### config.mk
export PLATFORM = sky130hd
export DESIGN_NAME = pc_fetch_unit
export DESIGN_NICKNAME = d
export VERILOG_FILES = /design/src/rtl/pc_fetch_unit_pkg.sv /design/src/rtl/pc_fetch_unit_step_edge_sync.sv /design/src/rtl/pc_fetch_unit.sv
export SDC_FILE = /design/constraint.sdc
export NUM_CORES = 1
export LEC_CHECK = 0
export CAP_MARGIN = 40
export CORE_MARGIN = 3
export CORE_UTILIZATION = 40
export DETAILED_ROUTE_END_ITERATION = 6
export SLEW_MARGIN = 20
export SYNTH_ARGS = -nofsm -noshare
export SYNTH_HDL_FRONTEND = slang
export SYNTH_SLANG_ARGS = --single-unit
### constraint.sdc
create_clock -name clk -period 9.25 [get_ports clk]
set_input_delay 2.775 -clock clk [delete_from_list [all_inputs] [get_ports clk]]
set_output_delay 2.775 -clock clk [all_outputs]
set_load 0.01 [all_outputs]
### src/rtl/pc_fetch_unit_pkg.sv
// ============================================================================
// Module      : pc_fetch_unit_pkg
// Description : Shared widths, defaults and FSM encodings for the fetch unit.
// Revision    : 1.0 - initial release
// ============================================================================
`default_nettype none

package pc_fetch_unit_pkg;

   localparam int DEF_XLEN      = 32;
   localparam int DEF_INSTR_NUM = 16;

   typedef logic [1:0] state_t;

   localparam logic [1:0] ST_RUN   = 2'd0;
   localparam logic [1:0] ST_PAUSE = 2'd1;
   localparam logic [1:0] ST_HALT  = 2'd2;

endpackage

`default_nettype wire

### src/rtl/pc_fetch_unit_step_edge_sync.sv
// ============================================================================
// Module      : step_edge_sync
// Description : Two-flop synchronizer followed by a one-clock rising-edge pulse.
// Revision    : 1.0 - initial release
// ============================================================================
`default_nettype none

module step_edge_sync (
   input  logic clk,
   input  logic rstn,
   input  logic in,
   output logic pulse
);

   logic meta_q, meta_d;
   logic sync_q, sync_d;
   logic prev_q, prev_d;

   always_comb begin
      meta_d = in;
      sync_d = meta_q;
      prev_d = sync_q;
   end

   always_ff @(posedge clk or negedge rstn) begin
      if (!rstn) begin
         meta_q <= 1'b0;
         sync_q <= 1'b0;
         prev_q <= 1'b0;
      end else begin
         meta_q <= meta_d;
         sync_q <= sync_d;
         prev_q <= prev_d;
      end
   end

   assign pulse = sync_q & ~prev_q;

endmodule

`default_nettype wire

### src/rtl/pc_fetch_unit.sv
// ============================================================================
// Module      : pc_fetch_unit
// Description : PC owner, step-rate prescaler and run/pause/step/halt sequencer.
// Revision    : 1.0 - initial release
// ============================================================================
`default_nettype none

module pc_fetch_unit
   import pc_fetch_unit_pkg::*;
#(
   parameter int XLEN      = DEF_XLEN,
   parameter int INSTR_NUM = DEF_INSTR_NUM,
   parameter int ADDR_W    = 4,
   parameter int DIV_FAST  = 25,
   parameter int DIV_SLOW  = 28
) (
   input  logic              clk,
   input  logic              rstn,
   input  logic              slow_i,
   input  logic              pause_i,
   input  logic              step_i,
   input  logic              branch_taken_i,
   input  logic              jal_i,
   input  logic              jalr_i,
   input  logic [XLEN-1:0]   imm_i,
   input  logic [XLEN-1:0]   rs1_i,
   output logic [XLEN-1:0]   pc_o,
   output logic [ADDR_W-1:0] rom_addr_o,
   output logic [XLEN-1:0]   link_o,
   output logic              cpu_en_o,
   output logic              halted_o,
   output logic              err_o,
   output logic [1:0]        state_o
);

   localparam logic [XLEN-1:0] END_PC = XLEN'(INSTR_NUM * 4);

   logic [DIV_SLOW-1:0] cnt_q, cnt_d;
   logic [XLEN-1:0]     pc_q, pc_d;
   state_t              state_q, state_d;
   logic                cpu_en_q, cpu_en_d;
   logic                err_q, err_d;
   logic                halted_q, halted_d;

   logic [XLEN-1:0]     jalr_sum;
   logic [XLEN-1:0]     next_pc;
   logic                tick;
   logic                tgt_end;
   logic                tgt_bad;
   logic                halt_now;
   logic                step_pulse;

   step_edge_sync u_step_sync (
      .clk   (clk),
      .rstn  (rstn),
      .in    (step_i),
      .pulse (step_pulse)
   );

   always_comb begin
      cnt_d    = cnt_q + DIV_SLOW'(1);
      tick     = slow_i ? (&cnt_q) : (&cnt_q[DIV_FAST-1:0]);
      jalr_sum = rs1_i + imm_i;

      if (jalr_i) begin
         next_pc = {jalr_sum[XLEN-1:1], 1'b0};
      end else if (jal_i || branch_taken_i) begin
         next_pc = pc_q + imm_i;
      end else begin
         next_pc = pc_q + XLEN'(4);
      end

      tgt_end = (next_pc == END_PC);
      tgt_bad = (next_pc[1:0] != 2'b00) || (next_pc > END_PC);

      pc_d     = pc_q;
      state_d  = state_q;
      err_d    = err_q;
      cpu_en_d = 1'b0;
      halt_now = 1'b0;

      if (state_q != ST_HALT) begin
         // The commit cycle is the one where cpu_en_q is high; its end edge moves the PC.
         if (cpu_en_q) begin
            if (tgt_end) begin
               pc_d     = next_pc;
               halt_now = 1'b1;
            end else if (tgt_bad) begin
               err_d    = 1'b1;
               halt_now = 1'b1;
            end else begin
               pc_d = next_pc;
            end
         end

         if (halt_now) begin
            state_d = ST_HALT;
         end else if (state_q == ST_RUN) begin
            if (tick) begin
               if (pause_i) begin
                  state_d = ST_PAUSE;
               end else begin
                  cpu_en_d = 1'b1;
               end
            end
         end else begin
            if (step_pulse) begin
               cpu_en_d = 1'b1;
            end
            if (!pause_i) begin
               state_d = ST_RUN;
            end
         end
      end

      halted_d = (state_d == ST_HALT);
   end

   always_ff @(posedge clk or negedge rstn) begin
      if (!rstn) begin
         cnt_q    <= '0;
         pc_q     <= '0;
         state_q  <= ST_RUN;
         cpu_en_q <= 1'b0;
         err_q    <= 1'b0;
         halted_q <= 1'b0;
      end else begin
         cnt_q    <= cnt_d;
         pc_q     <= pc_d;
         state_q  <= state_d;
         cpu_en_q <= cpu_en_d;
         err_q    <= err_d;
         halted_q <= halted_d;
      end
   end

   assign pc_o       = pc_q;
   assign rom_addr_o = pc_q[ADDR_W+1:2];
   assign link_o     = pc_q + XLEN'(4);
   assign cpu_en_o   = cpu_en_q;
   assign halted_o   = halted_q;
   assign err_o      = err_q;
   assign state_o    = state_q;

endmodule

`default_nettype wire

==> results of run 1 <==
stage by stage:
stage	area [um2]	utilization, %	cells	worst slack [ps]
6_report	9330	51.6	1282	2210
5_1_grt	9330	51.6	1282	2040
4_1_cts	9310	51.5	1281	1900
3_5_place_dp	9010	49.8	1267	1580
3_3_place_gp	8980	49.7	1266	1640
2_1_floorplan	7420	-	932	3130
how the worst max path moves through the flow:
stage,to,slack (ps),depth (start not counted)
after CTS,pc_o[5]$_DFFE_PN0P_,1900,14
after global routing,pc_o[5]$_DFFE_PN0P_,2040,15
final,pc_o[5]$_DFFE_PN0P_,2210,15
after global placement,pc_o[3]$_DFFE_PN0P_,1640,14
after floorplan,pc_o[6]$_DFFE_PN0P_,3130,14
after detailed placement,pc_o[3]$_DFFE_PN0P_,1580,14
kinds of logic after synthesis:
kind of cell / after synthesis / share of synthesized area (%)
simple gates: 358 / 24.9
compound gates: 263 / 23.5
xor+xnor: 102 / 12.0
flops: 68 / 22.9
fa+ha+maj: 65 / 11.2
buf+inv: 63 / 3.71
mux: 13 / 1.82
flip-flops by register name, summed over array words and instances, names as in the netlist:
signal / cells
pc_o: 32
cnt_q: 28
state_o: 2
cpu_en_o: 1
err_o: 1
halted_o: 1
u_step_sync.meta_q: 1
u_step_sync.prev_d: 1
u_step_sync.prev_q: 1
layer usage:
metal	share of wire (%)	track usage (%)
met1	46	35.3
met2	45	39.8
met5	0	0
met3	6.4	3.19
met4	2.5	7.12
worst max-delay path, stage by stage:
cell and delay (ps):
sky130_fd_sc_hd__clkdlybuf4s50_1 450, sky130_fd_sc_hd__ha_1 240, sky130_fd_sc_hd__fa_1 400, sky130_fd_sc_hd__a21o_1 240, sky130_fd_sc_hd__a21oi_1 250, sky130_fd_sc_hd__xnor2_1 120, sky130_fd_sc_hd__a221oi_2 270, sky130_fd_sc_hd__o21ai_0 170
sky130_fd_sc_hd__o21a_1 250, sky130_fd_sc_hd__or4_1 500, sky130_fd_sc_hd__nor3_1 340, sky130_fd_sc_hd__o2111ai_1 320, sky130_fd_sc_hd__nor3b_4 310, sky130_fd_sc_hd__buf_6 220, sky130_fd_sc_hd__mux2_2 350
cell type report:
cell class	count	area, um2
clock buffers	10	229
clock inverters	4	76.3
fillers	1762	8760
inverters	19	71.3
multi-input cells	801	5450
flip-flops and latches	68	1700
well taps	229	287
repair buffers	151	1510
power groups by stage:
stage / Sequential (W) / Combinational, W / Clock (W)
final: 0.000299 / 0.000275 / 0.000350
after global routing: 0.000299 / 0.000299 / 0.000370
after CTS: 0.000299 / 0.000270 / 0.000358
after detailed placement: 0.000304 / 0.000268 / 0
after global placement: 0.000304 / 0.000269 / 0
after floorplan: 0.000304 / 0.000171 / 0
cells in the mapped netlist (7+ instances only):
cell / number
sky130_fd_sc_hd__xnor2_1: 61
sky130_fd_sc_hd__nor2b_1: 28
sky130_fd_sc_hd__and4_1: 10
sky130_fd_sc_hd__and2_1: 12
sky130_fd_sc_hd__dfrtp_1: 68
sky130_fd_sc_hd__mux2i_1: 9
sky130_fd_sc_hd__ha_1: 63
sky130_fd_sc_hd__nand2_1: 87
sky130_fd_sc_hd__a21oi_1: 80
sky130_fd_sc_hd__nor2_1: 62
sky130_fd_sc_hd__o31ai_1: 8
sky130_fd_sc_hd__and3_1: 22
sky130_fd_sc_hd__a21o_1: 21
sky130_fd_sc_hd__nand3_1: 42
sky130_fd_sc_hd__buf_4: 7
sky130_fd_sc_hd__o21a_1: 10
sky130_fd_sc_hd__a31oi_1: 17
sky130_fd_sc_hd__inv_1: 18
sky130_fd_sc_hd__clkbuf_1: 31
sky130_fd_sc_hd__nor3_1: 26
sky130_fd_sc_hd__xor2_1: 41
sky130_fd_sc_hd__o21ai_0: 50
sky130_fd_sc_hd__nand4_1: 40
sky130_fd_sc_hd__a211oi_1: 9
==> flow_summary.rst, run 1 <==
.. list-table::
   :header-rows: 1

   * - Metric
     - Value
   * - Depth of the CTS H-tree
     - 3
   * - Final setup vio count
     - 0
   * - Worst Hold Depth
     - 0
   * - Ys async rst share
     - 100%
   * - Area growth, synth to finish
     - 25.6%
   * - Endpoint of the worst register-to-register path
     - pc_o[5]$_DFFE_PN0P_
   * - Number of standard-cell rows in the floorplan
     - 49
   * - Critical path launch point
     - imm_i[0]
   * - Count of nets after finishing
     - 1,187
   * - Required time at the endpoint of the critical path
     - 9460 ps
   * - Worst hold margin
     - 350 ps
   * - DRC Markers
     - 0
   * - Routed vias
     - 7,654
   * - Fin Clk Skew
     - 7.78 ps
   * - Highest-count cells in the layout ignoring fill and taps
     - 143 x sky130_fd_sc_hd__clkdlybuf4s50_1, 87 x sky130_fd_sc_hd__nand2_1, 80 x sky130_fd_sc_hd__a21oi_1, 68 x sky130_fd_sc_hd__dfrtp_1, 63 x sky130_fd_sc_hd__ha_1
   * - Fraction of layout instances using a drive strength above 1
     - 3.42%
   * - Highest clock frequency the design can meet
     - between 100 and 150 MHz
   * - Hold Crit Endpoint
     - u_step_sync.prev_d$_DFF_PN0_
   * - Register-to-register setup slack
     - 4700 ps
   * - All-layer global routing usage
     - 24.9%
   * - Max Buffers Root-to-Sink
     - 2
   * - Area inside the core boundary
     - approximately 18,000 um2
   * - Yosys warnings
     - 0
   * - Least-Margin Pin Slew
     - 625 ps
   * - Global placement routability congestion
     - 0.957
   * - MaxCap Viol Count
     - 0
   * - Cell count after synthesis
     - 932
   * - I/O pin count
     - ~150
   * - GRT overflow
     - 0
   * - Vias in the first global route
     - 7,430
   * - Vias per Instance
     - 5.97
   * - Post-synth top area share
     - between 20% and 30%
   * - DRC marker count from the first detailed-route iteration
     - 534
   * - Startpoint of the tightest hold check path
     - u_step_sync.meta_q$_DFF_PN0_
   * - Result of the run
     - finished clean
   * - CTS Hold Buffers Added
     - 0
   * - Sequential fraction of design power
     - between 30% and 40%
   * - Min-Delay Path Class
     - flop to flop
   * - Fin Setup TNS
     - 0 ps
   * - Clock group share of total power
     - 37.9%
   * - Period utilisation layout
     - 76.1%
   * - Die W
     - 142 um
   * - Cell type contributing the most total cell area after synthesis
     - sky130_fd_sc_hd__dfrtp_1
   * - Setup repair after global routing missed its margin
     - no
   * - Final HPWL DP
     - 20.6 mm
   * - Resized cells post-CTS
     - 0
   * - DIE HEIGHT
     - approximately 140 um
   * - Kind of end point of the critical path
     - flop
   * - Clock tree root driver cell
     - sky130_fd_sc_hd__clkbuf_16
   * - Post-CTS Setup Inserts
     - 0
   * - Initial core utilization
     - around two fifths
   * - Element type at the critical path start
     - primary input
   * - Initial antenna violation count
     - 0
   * - Synth Area per Inst
     - about 8 um2
   * - Number of clock buffers inserted by TritonCTS
     - 9
   * - Leak pwr
     - 3.96 nW
   * - Overall die area
     - 20,200 um2
   * - Min Tclk post-route
     - 7040 ps
   * - Fraction of power consumed by combinational cells
     - roughly 30%
   * - Max Fanout on Critical Path
     - 18
   * - Peak supply drop
     - 0.158 mV
   * - Most common flop cell mapped by yosys
     - sky130_fd_sc_hd__dfrtp_1
   * - Largest cells by area after synthesis
     - sky130_fd_sc_hd__dfrtp_1 23%, sky130_fd_sc_hd__ha_1 11%, sky130_fd_sc_hd__xnor2_1 7.2%, sky130_fd_sc_hd__a21oi_1 5.4%, sky130_fd_sc_hd__xor2_1 4.8%
   * - PortBufs
     - 144
   * - Most common cell after layout, fill and taps aside
     - sky130_fd_sc_hd__clkdlybuf4s50_1
   * - Category of the most critical setup path
     - primary input to flop
   * - Cell-internal power
     - between 0.0006 and 0.0007 W
   * - Drt total wl
     - roughly 26 mm
   * - First-pass GRT wire length
     - ~40 mm
   * - Sinks on Clock Net
     - 68
   * - Number of hold violations in the final report
     - 0
   * - Avg WL per Cell
     - 19.9 um
   * - Yosys reg bits
     - 68
   * - Pwr per Cell Area
     - around 99 nW/um2
   * - Pin count of the biggest net entering global routing
     - between 50 and 60
   * - Sw Pwr
     - 0.000278 W
   * - Count of antenna diodes in the layout
     - 0
   * - Sum of internal, switching and leakage power
     - 0.000923 W
   * - Number of cells traversed by the worst register-to-register path
     - 14
   * - Data arrival time of the critical path
     - approximately 7200 ps
   * - Count of TritonRoute iterations in the first routing pass
     - 5
   * - Synth Cell Area
     - between 7000 and 8000 um2
   * - Clock-pin slew of the registers on the worst-case setup and hold paths
     - 50 ps
   * - Max-slew violation count
     - 0
   * - Number of distinct standard cells referenced by the synthesized netlist
     - approximately 70
   * - Net switching fraction of the power
     - 30.1%
   * - Clock latency reported for the late side of the worst-skew pair
     - 320 ps
   * - TritonCTS clock tree
     - done
   * - Rel. slew slack
     - approximately 57%
   * - Number of enable-type register cells in the synthesized netlist
     - 0
   * - DRT antenna net count
     - 0
   * - Part of the Yosys area used for sequential elements
     - 22.9%
   * - Critical register-to-register path startpoint
     - pc_o[0]$_DFFE_PN0P_
   * - Synthesized net count
     - 1,069
Power figures use the tool's default switching activity.
==> run 2: changes to the inputs <==
PLACE_DENSITY = 0.67   (was unset)
clock period = 6.3 ns   (was 9.25 ns; I/O delays follow)
==> flow_summary.rst, run 2 (synthesis results as in run 1) <==
.. list-table::
   :header-rows: 1

   * - Metric
     - Value
   * - Count of nets after finishing
     - about 1,200
   * - Vias per Instance
     - between 5 and 6
   * - Gate family responsible for the most delay along the worst path
     - compound AO/OA/AOI/OAI gates
   * - Count of TritonRoute iterations in the first routing pass
     - 5
   * - Fraction of layout instances using a drive strength above 1
     - approximately 4.0%
   * - Register-to-register setup slack
     - roughly 2100 ps
   * - Vias in the first global route
     - 7,286
   * - Final Worst Setup Slack
     - 508 ps
   * - First-pass GRT wire length
     - 38.3 mm
   * - Count of antenna diodes in the layout
     - 0
   * - Critical-path cell list
     - clkdlybuf4s50_1 -> ha_1 -> fa_1 -> a21o_1 -> a21oi_1 -> xnor2_1 -> a221oi_2 -> o21ai_0 -> o21a_1 -> or4_1 -> nor3_1 -> o2111ai_1 -> nor3b_4 -> buf_4 -> mux2i_1
   * - Max Buffers Root-to-Sink
     - 2
   * - Sinks on Clock Net
     - 68
   * - Max reg flops
     - 32
   * - Fin Clk Skew
     - 6.18 ps
   * - Endpoint of the worst register-to-register path
     - pc_o[4]$_DFFE_PN0P_
   * - Initial core utilization
     - 41.1%
   * - Peak supply drop
     - roughly 0.19 mV
   * - Final setup vio count
     - 0
   * - Rel. slew slack
     - 56.7%
   * - Area growth, synth to finish
     - 25.8%
   * - Resized cells post-CTS
     - 0
   * - Number of clock buffers inserted by TritonCTS
     - 9
   * - Fin Setup TNS
     - 0 ps
   * - Global placement routability congestion
     - 0.971
   * - Highest clock frequency the design can meet
     - 173 MHz
   * - Data arrival time of the critical path
     - 6040 ps
   * - Post-CTS Setup Inserts
     - 0
   * - Overall die area
     - 20,200 um2
   * - Area of combinational cells with multiple inputs
     - 5450 um2
   * - Element type at the critical path start
     - primary input
   * - Crit-path max cell delay
     - 490 ps
   * - Most common cell after layout, fill and taps aside
     - sky130_fd_sc_hd__clkdlybuf4s50_1
   * - MaxCap Viol Count
     - 0
   * - Slowest library cell on the worst path
     - sky130_fd_sc_hd__or4_1
   * - Highest-count cells in the layout ignoring fill and taps
     - 143 x sky130_fd_sc_hd__clkdlybuf4s50_1, 87 x sky130_fd_sc_hd__nand2_1, 80 x sky130_fd_sc_hd__a21oi_1, 68 x sky130_fd_sc_hd__dfrtp_1, 63 x sky130_fd_sc_hd__ha_1
   * - Post-place setup slack
     - 193 ps
   * - DRT antenna net count
     - 0
   * - Number of fillers in the final layout
     - 1,728
   * - Critical register-to-register path startpoint
     - pc_o[0]$_DFFE_PN0P_
   * - Result of the run
     - finished clean
   * - Layout Cell Area excl Fill
     - 9340 um2
   * - Category of the most critical setup path
     - primary input to flop
   * - Clock-pin slew of the registers on the worst-case setup and hold paths
     - approximately 50 ps
   * - Setup repair after global routing missed its margin
     - no
   * - Area inside the core boundary
     - 18,100 um2
   * - Final HPWL DP
     - 20.0 mm
   * - DIE HEIGHT
     - 142 um
   * - Number of standard-cell rows in the floorplan
     - 49
   * - Clock latency reported for the late side of the worst-skew pair
     - around 320 ps
   * - Worst Hold Depth
     - 0
   * - GRT overflow
     - 0
   * - Initial antenna violation count
     - 0
   * - Avg WL per Cell
     - 19.2 um
   * - CTS Hold Buffers Added
     - 0
   * - DRC marker count from the first detailed-route iteration
     - 531
   * - Worst hold margin
     - 348 ps
   * - Startpoint of the tightest hold check path
     - u_step_sync.meta_q$_DFF_PN0_
   * - Kind of end point of the critical path
     - flop
   * - Number of cells traversed by the worst register-to-register path
     - 14
   * - DRC Markers
     - 0
   * - I/O pin count
     - 145
   * - Register Area
     - 1700 um2
   * - Routed vias
     - 7,676
   * - PortBufs
     - 144
   * - Bufs and invs on worst path
     - 2
   * - Placed instance area
     - about 9000 um2
   * - All-layer global routing usage
     - a little under a quarter
   * - Pwr per Cell Area
     - 141 nW/um2
   * - Number of hold violations in the final report
     - 0
   * - Period utilisation layout
     - ~92%
   * - Hold Crit Endpoint
     - u_step_sync.prev_d$_DFF_PN0_
   * - Clock tree root driver cell
     - sky130_fd_sc_hd__clkbuf_16
   * - Die W
     - roughly 140 um
   * - Pin count of the biggest net entering global routing
     - a little under 70
   * - Leak pwr
     - 3.98 nW
   * - Min-Delay Path Class
     - flop to flop
   * - Min Tclk post-route
     - 5790 ps
   * - Least-Margin Pin Slew
     - 632 ps
   * - Sum of internal, switching and leakage power
     - 0.00132 W
   * - Max-slew violation count
     - 0
   * - Depth of the CTS H-tree
     - 3
   * - Required time at the endpoint of the critical path
     - about 6500 ps
   * - Max Fanout on Critical Path
     - 9
   * - Drt total wl
     - roughly 25 mm
   * - TritonCTS clock tree
     - done
## run 2: cell types whose count changed in the layout (fill, tap and decap cells not counted)
cell / previous run / this run
sky130_fd_sc_hd__buf_4: 5 / 11
sky130_fd_sc_hd__clkinv_2: 0 / 3
sky130_fd_sc_hd__buf_6: 1 / 0
sky130_fd_sc_hd__clkbuf_1: 1 / 2
sky130_fd_sc_hd__clkinv_4: 1 / 0
sky130_fd_sc_hd__bufinv_16: 2 / 1
## run 2: area by class of cell
cell class / instances / area share, %
clock buffer: 11 / 2.49
clock inverter: 5 / 0.563
inverter: 19 / 0.764
multi-input combinational: 801 / 58.3
sequential: 68 / 18.2
tap: 229 / 3.07
timing repair buffer: 156 / 16.6
## run 2: report_power, final
part / total (W) / internal, W / switching [W]
logic: 0.000402 / 0.000168 / 0.000234
registers: 0.000438 / 0.000438 / 0.000000306
clock network: 0.000477 / 0.000304 / 0.000173
## run 2: routing by layer
metal / GRT usage [%] / up-vias / routed length (um)
met1: 32.1 / 3650 / 10900
met5: 0 / - / 0
met2: 39.2 / 253 / 11500
met4: 7.83 / 0 / 631
li1: - / 3730 / -
met3: 3.83 / 43 / 1760
## run 2: how the worst max path moves through the flow
stage / startpoint / endpoint / cells past startpoint
2_1_floorplan: imm_i[0] / pc_o[6]$_DFFE_PN0P_ / 14
3_3_place_gp: imm_i[0] / pc_o[27]$_DFFE_PN0P_ / 15
3_5_place_dp: imm_i[0] / pc_o[2]$_DFFE_PN0P_ / 15
4_1_cts: imm_i[0] / pc_o[2]$_DFFE_PN0P_ / 15
5_1_grt: imm_i[0] / pc_o[2]$_DFFE_PN0P_ / 15
6_report: imm_i[0] / pc_o[4]$_DFFE_PN0P_ / 15
## run 2: through the flow
stage          std cells  utilization (%)
2_1_floorplan        932                -
3_3_place_gp        1272             49.9
3_5_place_dp        1272             49.9
4_1_cts             1288             51.5
5_1_grt             1289             51.6
6_report            1289             51.6
==> variant: new RTL, flow settings as in run 2 <==
`pc_q` no longer has a reset.
--- a/src/rtl/pc_fetch_unit.sv
+++ b/src/rtl/pc_fetch_unit.sv
@@ -121,3 +121,2 @@
          cnt_q    <= '0;
-         pc_q     <= '0;
          state_q  <= ST_RUN;
@@ -128,3 +127,2 @@
          cnt_q    <= cnt_d;
-         pc_q     <= pc_d;
          state_q  <= state_d;
@@ -134,2 +132,6 @@
       end
+   end
+
+   always_ff @(posedge clk) begin
+      pc_q <= pc_d;
    end
Formal check against the unedited RTL: no difference found for any inputs over 10 cycles, from zero or initial values and one cycle with rstn low; that may be too few to reach the edited logic, so the function may still have changed.
==> variant against run 2 <==
- combinational power rose by 32%
- setup slack worse by 240 ps
- sequential power up 8.4%
- total power increased by 20%
- synthesized cell count shrank 0.32%
- non-clock buffer count up 62
- routed wire length up 8.9%
- critical path type unchanged
- worst hold slack worse by 2.1 ps
- cell area up 7.5%
- utilization grew 3.1 points
- sequential cell count unchanged
- area after synthesis grew 2.3%
==> variant: results (changes against run 2) <==
Gr usage total = 0.256 (+0.0173)
Syn nets = 1066 (-0.28%)
Post-synthesis cell type count = 93 (+29%)
ANT cells = 0 (unchanged)
Wire length per cell = 19.9 um (+3.7%)
Area contributors post-synth = edfxtp_1 13%, dfrtp_1 12%, ha_1 10%
Via/cell ratio = 6.01 (+0.84%)
Antenna violations before repair = 0 (unchanged)
Vias in the first global route = 7587 (+4.1%)
Mean Syn Cell Area = 8.18 um^2 (+2.6%)
Commonest cells post-synth = 113 x nand2_1, 81 x nor2_1, 76 x a21oi_1
Reg2reg setup slack = 1710 ps (-360 ps)
Root buffer cell = clkbuf_16
Status = finished clean
R2r worst-path depth = 12 (-2)
Worst-path fanout max = 14 (+5)
Main synth FF type = dfrtp_1
Min Hold Slack = 346 ps (-2.15 ps)
Slew @ Worst Pin = 670 ps (+37.7 ps)
Hold Path Sink = u_step_sync.prev_d
Drt first-iter violations = 720 (+36%)
Layout cell share with drive strength beyond 1 = 0.120 (+0.0805)
Met2 Wirelength = 12400 um (+7.9%)
Clk_skew = 6.82 ps (+0.640 ps)
YS warnings = 0 (unchanged)
Final HPWL DP = 22000 um (+10%)
Asr flop ratio synth = 0.529 (-0.471)
Largest register FFs = 32 (unchanged)
R2R Path End = pc_o[3]
Register area share after synthesis = 0.245 (+0.0159)
GP Congestion = 0.979 (+0.81%)
Metal-1 WL = 12100 um (+11%)
Largest net degree at the start of global routing = 37 (-46%)
RR Startpoint = pc_o[11]
First-pass GRT wire length = 41600 um (+8.7%)
Met3 routed WL = 2110 um (+20%)
Final non-filler cell total = 1353 (+5.0%)
Placed Cells = 1337 (+5.1%)
# resized after CTS = 0 (unchanged)
Maximum vdd drop = 0.163 mV (-12%)
Post-DRT Antenna Nets = 0 (unchanged)
Worst-Skew Late Latency = 340 ps (+20 ps)
Leak = 0.00410 uW (+3.1%)
Crit path DAT = 6070 ps (+30 ps)
Placed Area = 0.00970 mm^2 (+7.4%)
Pre-CTS setup slack = -30.4 ps (-224 ps)
Post-synth EDFFs = 32 (+32)
==> variant: worst max path at each step <==
stage,from,endpoint,slack [ps],cells past startpoint
final,imm_i[0],pc_o[3],270,15
after global routing,imm_i[0],pc_o[13],8,15
after CTS,imm_i[0],pc_o[11],310,15
after detailed placement,imm_i[0],pc_o[4],-30,15
after global placement,imm_i[0],pc_o[4],60,15
after floorplan,imm_i[14],pc_o[0],40,12
==> variant: logic make-up (layout without fill, tap and decap cells) <==
logic type      count (synthesis)  after routing  synth area share
compound gates                247            247             0.219
xor+xnor                      101            101             0.117
fa+ha+maj                      65             65             0.109
buf+inv                        57            252            0.0367
flops                          68             68             0.245
mux                            19             19            0.0272
simple gates                  372            372             0.245
==> variant: layout make-up <==
| cell class | count | area [um^2] |
|---|---|---|
| clock buffer | 11 | 264 |
| clock inverter | 5 | 80.1 |
| fill | 1701 | 8290 |
| inverter | 18 | 67.6 |
| multi-input combinational | 804 | 5470 |
| sequential | 68 | 1860 |
| tap | 229 | 287 |
| timing repair buffer | 218 | 2020 |
==> variant: layer usage <==
metal / GRT usage / vias to the layer above
li1: - / 3837
met1: 0.363 / 3897
met2: 0.414 / 361
met3: 0.0379 / 30
met4: 0.0570 / 0
met5: 0 / -
==> variant: worst max-delay path, cell delays in order <==
cell and delay (ps):
clkdlybuf4s50_1 520, and2_1 150, fa_1 230, a21o_1 180
nand4_1 150, a2111oi_0 440, nand2b_4 280, mux2i_4 230
nand4_2 100, or4b_1 530, or4_4 500, nor4b_4 280
nand4_1 200, nor2_4 220, buf_12 180
==> variant: where the power goes <==
part	total [uW]	switching [uW]	internal [uW]
registers	475	0.277	474
logic	530	301	230
clock network	574	193	381
